**src/rtl/hex_rate_counter.sv**
```systemverilog
// Multi-digit hex/decimal up/down counter with a built-in rate divider.
// Digits feeds one hex_decoder per nibble; Tick marks each visible count step.
module hex_rate_counter #(
  parameter int DIGITS  = 2,
  parameter int DIVISOR = 50_000_000
) (
  input  logic                  Clock,
  input  logic                  Resetn,
  input  logic                  Enable,
  input  logic [1:0]            Speed,
  input  logic                  Mode,
  input  logic                  UpDown,
  input  logic                  Load,
  input  logic [4*DIGITS-1:0]   LoadValue,
  output logic [4*DIGITS-1:0]   Digits,
  output logic                  Tick,
  output logic                  Wrap
);

  localparam int DW   = 4 * DIGITS;
  localparam int RC_W = (4 * DIVISOR > 1) ? $clog2(4 * DIVISOR) : 1;

  logic [RC_W-1:0] rate_count_q, rate_count_d;
  logic [RC_W-1:0] period_m1;
  logic [DW-1:0]   digits_q, digits_d;
  logic [DW-1:0]   step_value, load_value;
  logic            wrap_q, wrap_d;
  logic            carry_out;

  // Reload value for the divider; sampled only at reload, so Speed never cuts a period short.
  always_comb begin
    period_m1 = '0;
    unique case (Speed)
      2'b00: period_m1 = '0;
      2'b01: period_m1 = RC_W'(DIVISOR - 1);
      2'b10: period_m1 = RC_W'(2 * DIVISOR - 1);
      2'b11: period_m1 = RC_W'(4 * DIVISOR - 1);
      default: period_m1 = '0;
    endcase
  end

  assign Tick = Resetn & Enable & (rate_count_q == '0);

  // Ripple carry/borrow through the digits; a digit only changes while the chain is live.
  always_comb begin
    logic       carry;
    logic [3:0] cur;
    logic [3:0] max_d;
    // NOTE: every variable gets a default before any branch, otherwise
    // paths that skip an assignment infer latches.
    step_value = digits_q;
    carry      = 1'b1;
    cur        = '0;
    max_d      = Mode ? 4'd9 : 4'hF;
    for (int k = 0; k < DIGITS; k++) begin
      cur = digits_q[4*k +: 4];
      if (carry) begin
        if (UpDown) begin
          // Covers both the normal max and decimal digits left over above 9 from hex mode.
          if (cur >= max_d) begin
            step_value[4*k +: 4] = 4'd0;
            carry                = 1'b1;
          end else begin
            step_value[4*k +: 4] = cur + 4'd1;
            carry                = 1'b0;
          end
        end else begin
          if (Mode && (cur > 4'd9)) begin
            step_value[4*k +: 4] = 4'd9;
            carry                = 1'b0;
          end else if (cur == 4'd0) begin
            step_value[4*k +: 4] = max_d;
            carry                = 1'b1;
          end else begin
            step_value[4*k +: 4] = cur - 4'd1;
            carry                = 1'b0;
          end
        end
      end
    end
    carry_out = carry;
  end

  always_comb begin
    load_value = LoadValue;
    for (int k = 0; k < DIGITS; k++) begin
      if (Mode && (LoadValue[4*k +: 4] > 4'd9)) begin
        load_value[4*k +: 4] = 4'd9;
      end
    end
  end

  // Load wins over a coincident tick and swallows it.
  always_comb begin
    rate_count_d = rate_count_q;
    digits_d     = digits_q;
    wrap_d       = 1'b0;
    if (Load) begin
      digits_d     = load_value;
      rate_count_d = period_m1;
    end else if (Tick) begin
      digits_d     = step_value;
      wrap_d       = carry_out;
      rate_count_d = period_m1;
    end else if (Enable && (rate_count_q != '0)) begin
      rate_count_d = rate_count_q - 1'b1;
    end
  end

  // NOTE: state registers use non-blocking assignments so every flop samples
  // pre-edge values regardless of process ordering.
  always_ff @(posedge Clock or negedge Resetn) begin
    if (!Resetn) begin
      rate_count_q <= '0;
      digits_q     <= '0;
      wrap_q       <= 1'b0;
    end else begin
      rate_count_q <= rate_count_d;
      digits_q     <= digits_d;
      wrap_q       <= wrap_d;
    end
  end

  assign Digits = digits_q;
  assign Wrap   = wrap_q;

endmodule

```
**config.mk**
```make
export PLATFORM = sky130hd
export DESIGN_NAME = hex_rate_counter
export DESIGN_NICKNAME = d
export VERILOG_FILES = /design/src/rtl/hex_rate_counter.sv
export SDC_FILE = /design/constraint.sdc
export NUM_CORES = 1
export LEC_CHECK = 0
export CAP_MARGIN = 25
export CORE_ASPECT_RATIO = 2
export CORE_UTILIZATION = 57
export DETAILED_ROUTE_END_ITERATION = 8
export DONT_BUFFER_PORTS = 1
export PLACE_DENSITY_LB_ADDON = 0.1
export SLEW_MARGIN = 20
export SYNTH_ARGS = -nofsm -noshare
export SYNTH_HDL_FRONTEND = slang
export SYNTH_SLANG_ARGS = --single-unit
export TNS_END_PERCENT = 30
```
**constraint.sdc**
```tcl
create_clock -name Clock -period 3.63 [get_ports Clock]
set_input_delay 0.1815 -clock Clock [delete_from_list [all_inputs] [get_ports Clock]]
set_output_delay 0.1815 -clock Clock [all_outputs]
set_load 0.01 [all_outputs]
```
* Yosys cells after proc, flatten, opt, wreduce, memory -nomap -nowiden
Index checks and enable logic that the tools add are counted.
** Word-level totals
- Latch bits :: 0
- Memories kept :: 0
- Register bits after elaboration :: 37
- RAM bits :: 0
- Logic and storage cells :: 63
- ROM bits :: 0
- Input bits :: 16
- Output and inout bits :: 10
** Operators by class
- Eq/ne operators :: 3
- Reduce and logical (&&, ||, !) cells :: 14
- Mux-type cells :: 29
- Shift operators :: 0
- Magnitude comparators :: 6
- $add $sub $neg :: 5
- Multiply operators :: 0
- Bitwise gates (word level) :: 2
- Div/mod/pow operators :: 0
** Operators with widths (number)
- 28-bit case mux with 4 select lines :: 1
- 28-bit two-way mux :: 3
- 4-bit two-way mux :: 11
- 28-bit zero test :: 1
- 28-bit nonzero test :: 1
- 28-bit by 1-bit subtractor with 28-bit output, second input constant :: 1
- 4-bit greater-than comparator, second input constant :: 4
- 8-bit two-way mux :: 2
- 1-bit two-way mux :: 11
- 4-bit by 1-bit adder with 4-bit output, second input constant :: 2
- 4-bit greater-or-equal comparator :: 2
- 4-bit zero test :: 2
- 4-bit by 1-bit subtractor with 4-bit output, second input constant :: 2
- 1-bit logical AND :: 5
- 2-bit equality test, second input constant :: 2
- 2-bit nonzero test :: 2
- 3-bit two-way mux :: 1
- 3-bit nonzero test :: 1
- 1-bit bitwise AND :: 2
- 2-bit by 1-bit equality test with 1-bit output, second input constant :: 1
- 2-bit zero test :: 1
- 2-bit AND reduction :: 1

* Longest topological paths before layout
Gate-level depths: netlist of the first run.
- Depth in word-level cells :: 7
- Depth in mapped cells :: 9
- Mapped depth without buffers :: 7

* Least setup slack after synthesis of the first run
OpenSTA, ideal clock, no wires.
- Kind :: register to register
- Start point :: reg rate_count_q[8]
- End point :: reg digits_q[2], in the netlist Digits[2]
- Arrival time :: 2.549 ns
- Setup slack :: 0.960 ns
- Setup time :: 0.122 ns
- Cell stages (with the launch flop) :: 8
- Path through :: dfrtp_1 > buf_6 > or4_4 > or4_4 > buf_6 > nor3_4 > mux2_4 > a32o_1
** Between the ends
- Word-level cells in the longest chain between the ends :: 3
** Ends and longest elaborated chain
- start: declaration :: line 23 : logic [RC_W-1:0] rate_count_q, rate_count_d;
- start signal: assignment :: line 118 : rate_count_q <= rate_count_d;
- 28-bit zero test :: line 42 : assign Tick = Resetn & Enable & (rate_count_q == '0);
- 1-bit bitwise AND :: line 42
- net Tick :: line 16 : output logic Tick,
- 2-bit nonzero test (no source line)
- end signal: assignment :: line 119 : digits_q <= digits_d;
- end: declaration :: line 25 : logic [DW-1:0] digits_q, digits_d;
The timed path passes the listed nets, and every way through them passes these cells.
A chain may end at the register's enable or synchronous reset.

* Worst setup path in the final report of the first run
- Start point :: reg rate_count_q[15]
- End point :: reg rate_count_q[15]
** Between the ends
- Word-level cells in the longest chain between the ends :: 4
- Elaborated cells between the ends (all ways) :: 9
- Classes of those cells :: add/sub: 1; mux: 3; bitwise: 1; reduce/logical: 4
** Ends and longest elaborated chain
- 28-bit by 1-bit subtractor with 28-bit output / 28-bit zero test (equally long branches) :: line 106, 42
- 28-bit two-way mux / 1-bit bitwise AND (equally long branches) :: line 105, 42
- 28-bit two-way mux :: line 101 : end else if (Tick) begin
- 28-bit two-way mux :: line 98 : if (Load) begin
Several ways; a longest one is shown, not always the timed one. The select of a mux whose other input is x is not followed.

==> flow_summary.ini, run 1 <==
[run_status]
status = finished, final reports clean

[synth]
yosysTopAreaCellShare_pct = 29.6
ys.flop_type = dfrtp_1
synth_nets = 393
ys_top_cells_by_area = dfrtp_1 (30%), ha_1 (6.8%), o21ai_0 (3.7%)
synth_most_common_cell = dfrtp_1
netlist_area_um2 = 3130
ys_seq_elements = 37
syn-instance-count = 360
synth_warnings = 0
synth_edf_count = 0
avgSynthCellArea_um2 = 8.68
seq_area_frac_synth_pct = 29.6
synth_top_area_cell = dfrtp_1
synthTopCellsByCount = dfrtp_1 (37), nor2_1 (24), o21ai_0 (23)
async_reset_ff_share_pct = 100
synth.distinct_cells = 70

[power_and_ir_drop]
power.density_nw_per_um2 = 351
ir_worst_vdd_uv = 305
p_leak_nw = 1.30
total_power_mw = 1.16

[floorplan]
start_util_pct = 59.7
die_h_um = 107
io_pins = 26
design.core.area_um2 = 5230
die_w_um = 54.4
num_rows = 37
dieArea_um2 = 5800

[clock_network]
cts.htree.levels = 2
post_cts_buffers = 0
hold_buffers = 3
clk_pin_slew_ps = 70
cts_tree = done
root_buffer = clkbuf_8
clock_latency_ps = 310
numCtsBuffers = 5
clock-sinks = 37
cts_buffer_depth = 2
cts_resized = 0

[grt]
antenna_found_initial = 0
grt_first_pass_wirelength_um = 14100
grt.overflow.total = 0
grt_max_degree = 38
grtUsageTotal_pct = 34.4
grt_pass1_vias = 2932

[sta]
timing.fmax_ghz = 0.371
setup_viol = 0
slew_viol_final = 0
timing.hold.ws_ps = 15.1
fin_worst_skew_ps = 8.65
fin_setup_tns_ps = 0
period_share_pct = 74.2
hold_viol = 0
max_slew_margin_pct = 51.9
period_minus_slack_ps = 2690
tightestPinTransition_ps = 722
rsz0062_at_grt = no

[setup_path]
cp.required_ps = 3820
startpoint_type = flip-flop
arrival_ps = 2880
critPathKind = flip-flop to flip-flop
cp_max_fo = 12
critPathCaptureType = flip-flop

[final_layout]
layout-drive-gt1-share_pct = 9.47
area_growth_syn_to_layout_pct = 5.32
final_cells = 417
utilization_pct = 62.9
num_antenna_cells = 0
num-nets-final = 391

[placed_design]
io_buffers = 0
place_congestion = 0.983
place_inst = 403
dp_hpwl_um = 6560

[detailed_routing]
drc = 0
post_drt_wl_per_cell_um = 22.4
antenna_left = 0
drt_wl_total_um = 9350
drt-initial-drc-count = 158
routed_via_density = 7.21
drtPass1Iterations = 6
vias = 3008

[hold_path]
min_path_type = primary input to flip-flop

[flow_run]
drv_cap = 0
-- cells in the final DEF (no fill, tap or decap), types with 3 or more instances in the layout --
cell	instances
o311ai_0	5
mux2i_1	5
o22ai_1	3
o211a_1	4
inv_1	17
a22o_1	9
dlygate4sd3_1	4
o31a_1	3
a31oi_1	9
a21boi_0	5
clkbuf_8	7
nor3_1	11
nor4_1	12
a21o_1	4
or3_1	3
nand4b_1	3
nor3b_1	4
xnor2_1	3
o21a_1	3
o211ai_1	5
dfrtp_1	37
a211oi_1	4
nand2_1	21
nor2b_1	3
or4_1	7
buf_4	7
o21ai_0	23
a21oi_1	13
nand4_1	6
ha_1	17
o31ai_1	7
nor2_1	24
nand3_1	14
a221o_1	4
nor4b_1	3
-- worst paths after layout --
kind / startpoint / endpoint / slack, ps / cells after the start
setup reg to reg: rate_count_q[15]$_DFFE_PN0P_ / rate_count_q[15]$_DFFE_PN0P_ / 940 / 5
setup / recovery: rate_count_q[15]$_DFFE_PN0P_ / rate_count_q[15]$_DFFE_PN0P_ / 940 / 5
min in group asynchronous: Resetn / rate_count_q[16]$_DFFE_PN0P_ / 340 / 2
hold / removal: LoadValue[7] / Digits[7]$_DFFE_PN0P_ / 20 / 2
max in group asynchronous: Resetn / rate_count_q[10]$_DFFE_PN0P_ / 3080 / 2
hold reg to reg: rate_count_q[7]$_DFFE_PN0P_ / rate_count_q[7]$_DFFE_PN0P_ / 550 / 1
-- kinds of logic (layout without fill, tap and decap cells) --
kind of cell	count (synthesis)	after routing	share of synthesized area, %
adders and majority gates	17	17	6.81
muxes	7	7	2.44
buffers and inverters	40	39	6.24
xor gates and xnor gates	5	5	1.40
AOI/OAI and AO/OA	126	126	29.8
and+or+nand+nor	128	128	23.7
DFF	37	37	29.6
-- worst max-delay path, cell delays in order, from the launching register on --
cell and delay, ps:
dfrtp_1 430, or4_1 650, or4_4 580, o211a_4 330, or2_1 280, a221o_1 300
-- state kept, by name, indices dropped and copies added (netlist names) --
| signal | count |
|---|---|
| rate_count_q | 28 |
| Digits | 8 |
| Wrap | 1 |
-- where the power goes --
part | leakage [nW] | switching [mW] | internal (mW)
clock | 0.0542 | 0.160 | 0.172
combinational | 0.799 | 0.158 | 0.126
sequential | 0.444 | 0.0871 | 0.454
total | 1.30 | 0.405 | 0.752
-- stage by stage --
step | area (um^2) | setup slack [ps]
after floorplan | 3130 | 960
after global placement | 3120 | 1010
after detailed placement | 3120 | 960
after CTS | 3260 | 944
after global routing | 3290 | 835
final | 3290 | 936
-- layer usage --
layer	wire length, um	vias up	share of wire (%)	track usage (%)
li1	-	1400	-	-
met2	4900	124	52	57.3
met1	3310	1436	35	33.8
met5	0	-	0	0
met4	716	0	7.7	28.9
met3	426	48	4.6	6.38
-- cell type report --
class / instances / area, um^2
multi-input cells: 283 / 2000
flip-flops and latches: 37 / 926
fillers: 465 / 1940
clock buffers: 7 / 96.3
inverters: 18 / 67.6
repair buffers: 13 / 120
clock inverters: 1 / 5.00
well taps: 58 / 72.6
Note: power is estimated with default switching activity, not from simulation.
==> run 2: changes to the inputs <==
==> constraint.sdc (replaced) <==
create_clock -name Clock -period 2.4 [get_ports Clock]
set_input_delay 0.12 -clock Clock [delete_from_list [all_inputs] [get_ports Clock]]
set_output_delay 0.12 -clock Clock [all_outputs]
set_load 0.01 [all_outputs]
==> flow_summary.ini, run 2 (same netlist as run 1, synthesis figures left out) <==
[run_status]
status = finished with violations
violations = hold timing, setup timing

[power_and_ir_drop]
power.density_nw_per_um2 = 479
total_power_mw = 1.84
ir_worst_vdd_uv = 511
p_leak_nw = 1.59

[hold_path]
min_to = rate_count_q[24]$_DFFE_PN0P_
min_from = Resetn
whs_path_depth = 2
min_path_type = primary input to flip-flop

[detailed_routing]
post_drt_wl_per_cell_um = 22.1
drtPass1Iterations = 4
drc = 0
vias = 3338
drt-initial-drc-count = 187
antenna_left = 0
drt_wl_total_um = 10400
routed_via_density = 7.07

[setup_path]
critPathKind = flip-flop to flip-flop
crit_path_max_incr_delay_ps = 560
cpMostUsedCell = or4_4
startpoint_type = flip-flop
worst-r2r-setup-slack_ps = -70
cp.depth = 6
arrival_ps = 2670
cp.required_ps = 2590
critPathSlowestCell = or4_4
critPathTopFamily = simple AND/OR/NAND/NOR gates
reg2reg_depth = 6
cp_max_fo = 5
r2r-start = rate_count_q[14]$_DFFE_PN0P_
path_cells = or4_4 -> or4_4 -> buf_6 -> nor3_4 -> mux2_4 -> a32o_1
critPathCaptureType = flip-flop
crit_buf_inv = 1
r2r_end = Digits[2]$_DFFE_PN0P_

[final_layout]
utilization_pct = 73.4
area_growth_syn_to_layout_pct = 22.8
layout-drive-gt1-share_pct = 22.7
seq_area_um2 = 926
num_antenna_cells = 0
final_common_cell = buf_4
design_area_um2 = 3840
largest_reg_flops = 28
mostFrequentLayoutCells = buf_4 (51), dfrtp_1 (37), nor2_1 (24), nand2_1 (21), o21ai_0 (18)
multi_input_area_um2 = 2090
fillers = 418
regMostFlops = rate_count_q
num-nets-final = 447
final_cells = 472

[floorplan]
io_pins = 26
design.core.area_um2 = 5230
die_w_um = 54.4
num_rows = 37
dieArea_um2 = 5800
die_h_um = 107
start_util_pct = 59.7

[sta]
tightestPinTransition_ps = 596
timing.fmax_ghz = 0.404
fin_worst_skew_ps = 4.54
hold_viol = 1
max_slew_margin_pct = 60.2
rsz0062_at_grt = yes
setup_viol = 10
timing.hold.ws_ps = -3.93
period_minus_slack_ps = 2470
fin_setup_tns_ps = -244
slew_viol_final = 0
fin_ws_ps = -74.6
period_share_pct = 103

[clock_network]
cts_buffer_depth = 2
clk_pin_slew_ps = 70
numCtsBuffers = 5
clock_latency_ps = 300
cts.htree.levels = 2
clock-sinks = 37
root_buffer = clkbuf_8
cts_tree = done

[grt]
grtUsageTotal_pct = 37.6
antenna_found_initial = 0
grt_max_degree = 38
grt.overflow.total = 0
grt_pass1_vias = 3272
grt_first_pass_wirelength_um = 15400

[placed_design]
post_dp_cell_area_um2 = 3530
dp_hpwl_um = 7500
place_inst = 453
dp_slack_ps = -28.0
io_buffers = 0
place_congestion = 0.976

[flow_run]
drv_cap = 0
## run 2: per-layer routing
metal | part of all wire [%] | routed length, um | vias up | GRT usage, %
li1 | - | - | 1511 | -
met1 | 34 | 3520 | 1622 | 32.5
met2 | 53 | 5540 | 146 | 67.9
met3 | 4.7 | 491 | 59 | 6.81
met4 | 8.5 | 884 | 0 | 29.9
met5 | 0 | 0 | - | 0
## run 2: layout make-up
type                            instances  share of cell area (%)
Multi-Input combinational cell        283                    54.4
Sequential cell                        37                    24.1
Timing Repair Buffer                   69                    15.6
Clock buffer                            7                    2.25
Tap cell                               58                    1.89
Inverter                               18                    1.76
## run 2: how the worst max path moves through the flow
stage | slack, ps | from | end
CTS | -30 | rate_count_q[15]$_DFFE_PN0P_ | Digits[2]$_DFFE_PN0P_
detailed placement | -30 | rate_count_q[11]$_DFFE_PN0P_ | Digits[2]$_DFFE_PN0P_
global route | -100 | rate_count_q[11]$_DFFE_PN0P_ | rate_count_q[0]$_DFFE_PN0P_
finish | -70 | rate_count_q[14]$_DFFE_PN0P_ | Digits[2]$_DFFE_PN0P_
floorplan | -220 | rate_count_q[8]$_DFFE_PN0P_ | Digits[2]$_DFFE_PN0P_
global placement | 20 | rate_count_q[11]$_DFFE_PN0P_ | rate_count_q[25]$_DFFE_PN0P_
## run 2: repair_timing
action,CTS,global route
endpoints found under the setup margin,12,34
endpoints found under the hold margin,47,1
resized for setup,4,25
pin swaps,4,11
buffers inserted,1,0
hold buffers,10,1
## run 2: worst reg2reg max path, delay by kind of cell, from the launching register on
kind,cells,cell delay (ps)
compound gates,1,220
buf+inv,1,160
flops,1,390
mux,1,320
simple gates,3,1280
## run 2: where the power goes
| group | internal [mW] | switching (mW) |
|---|---|---|
| Combinational | 0.275 | 0.326 |
| Clock | 0.228 | 0.236 |
| Sequential | 0.687 | 0.0868 |
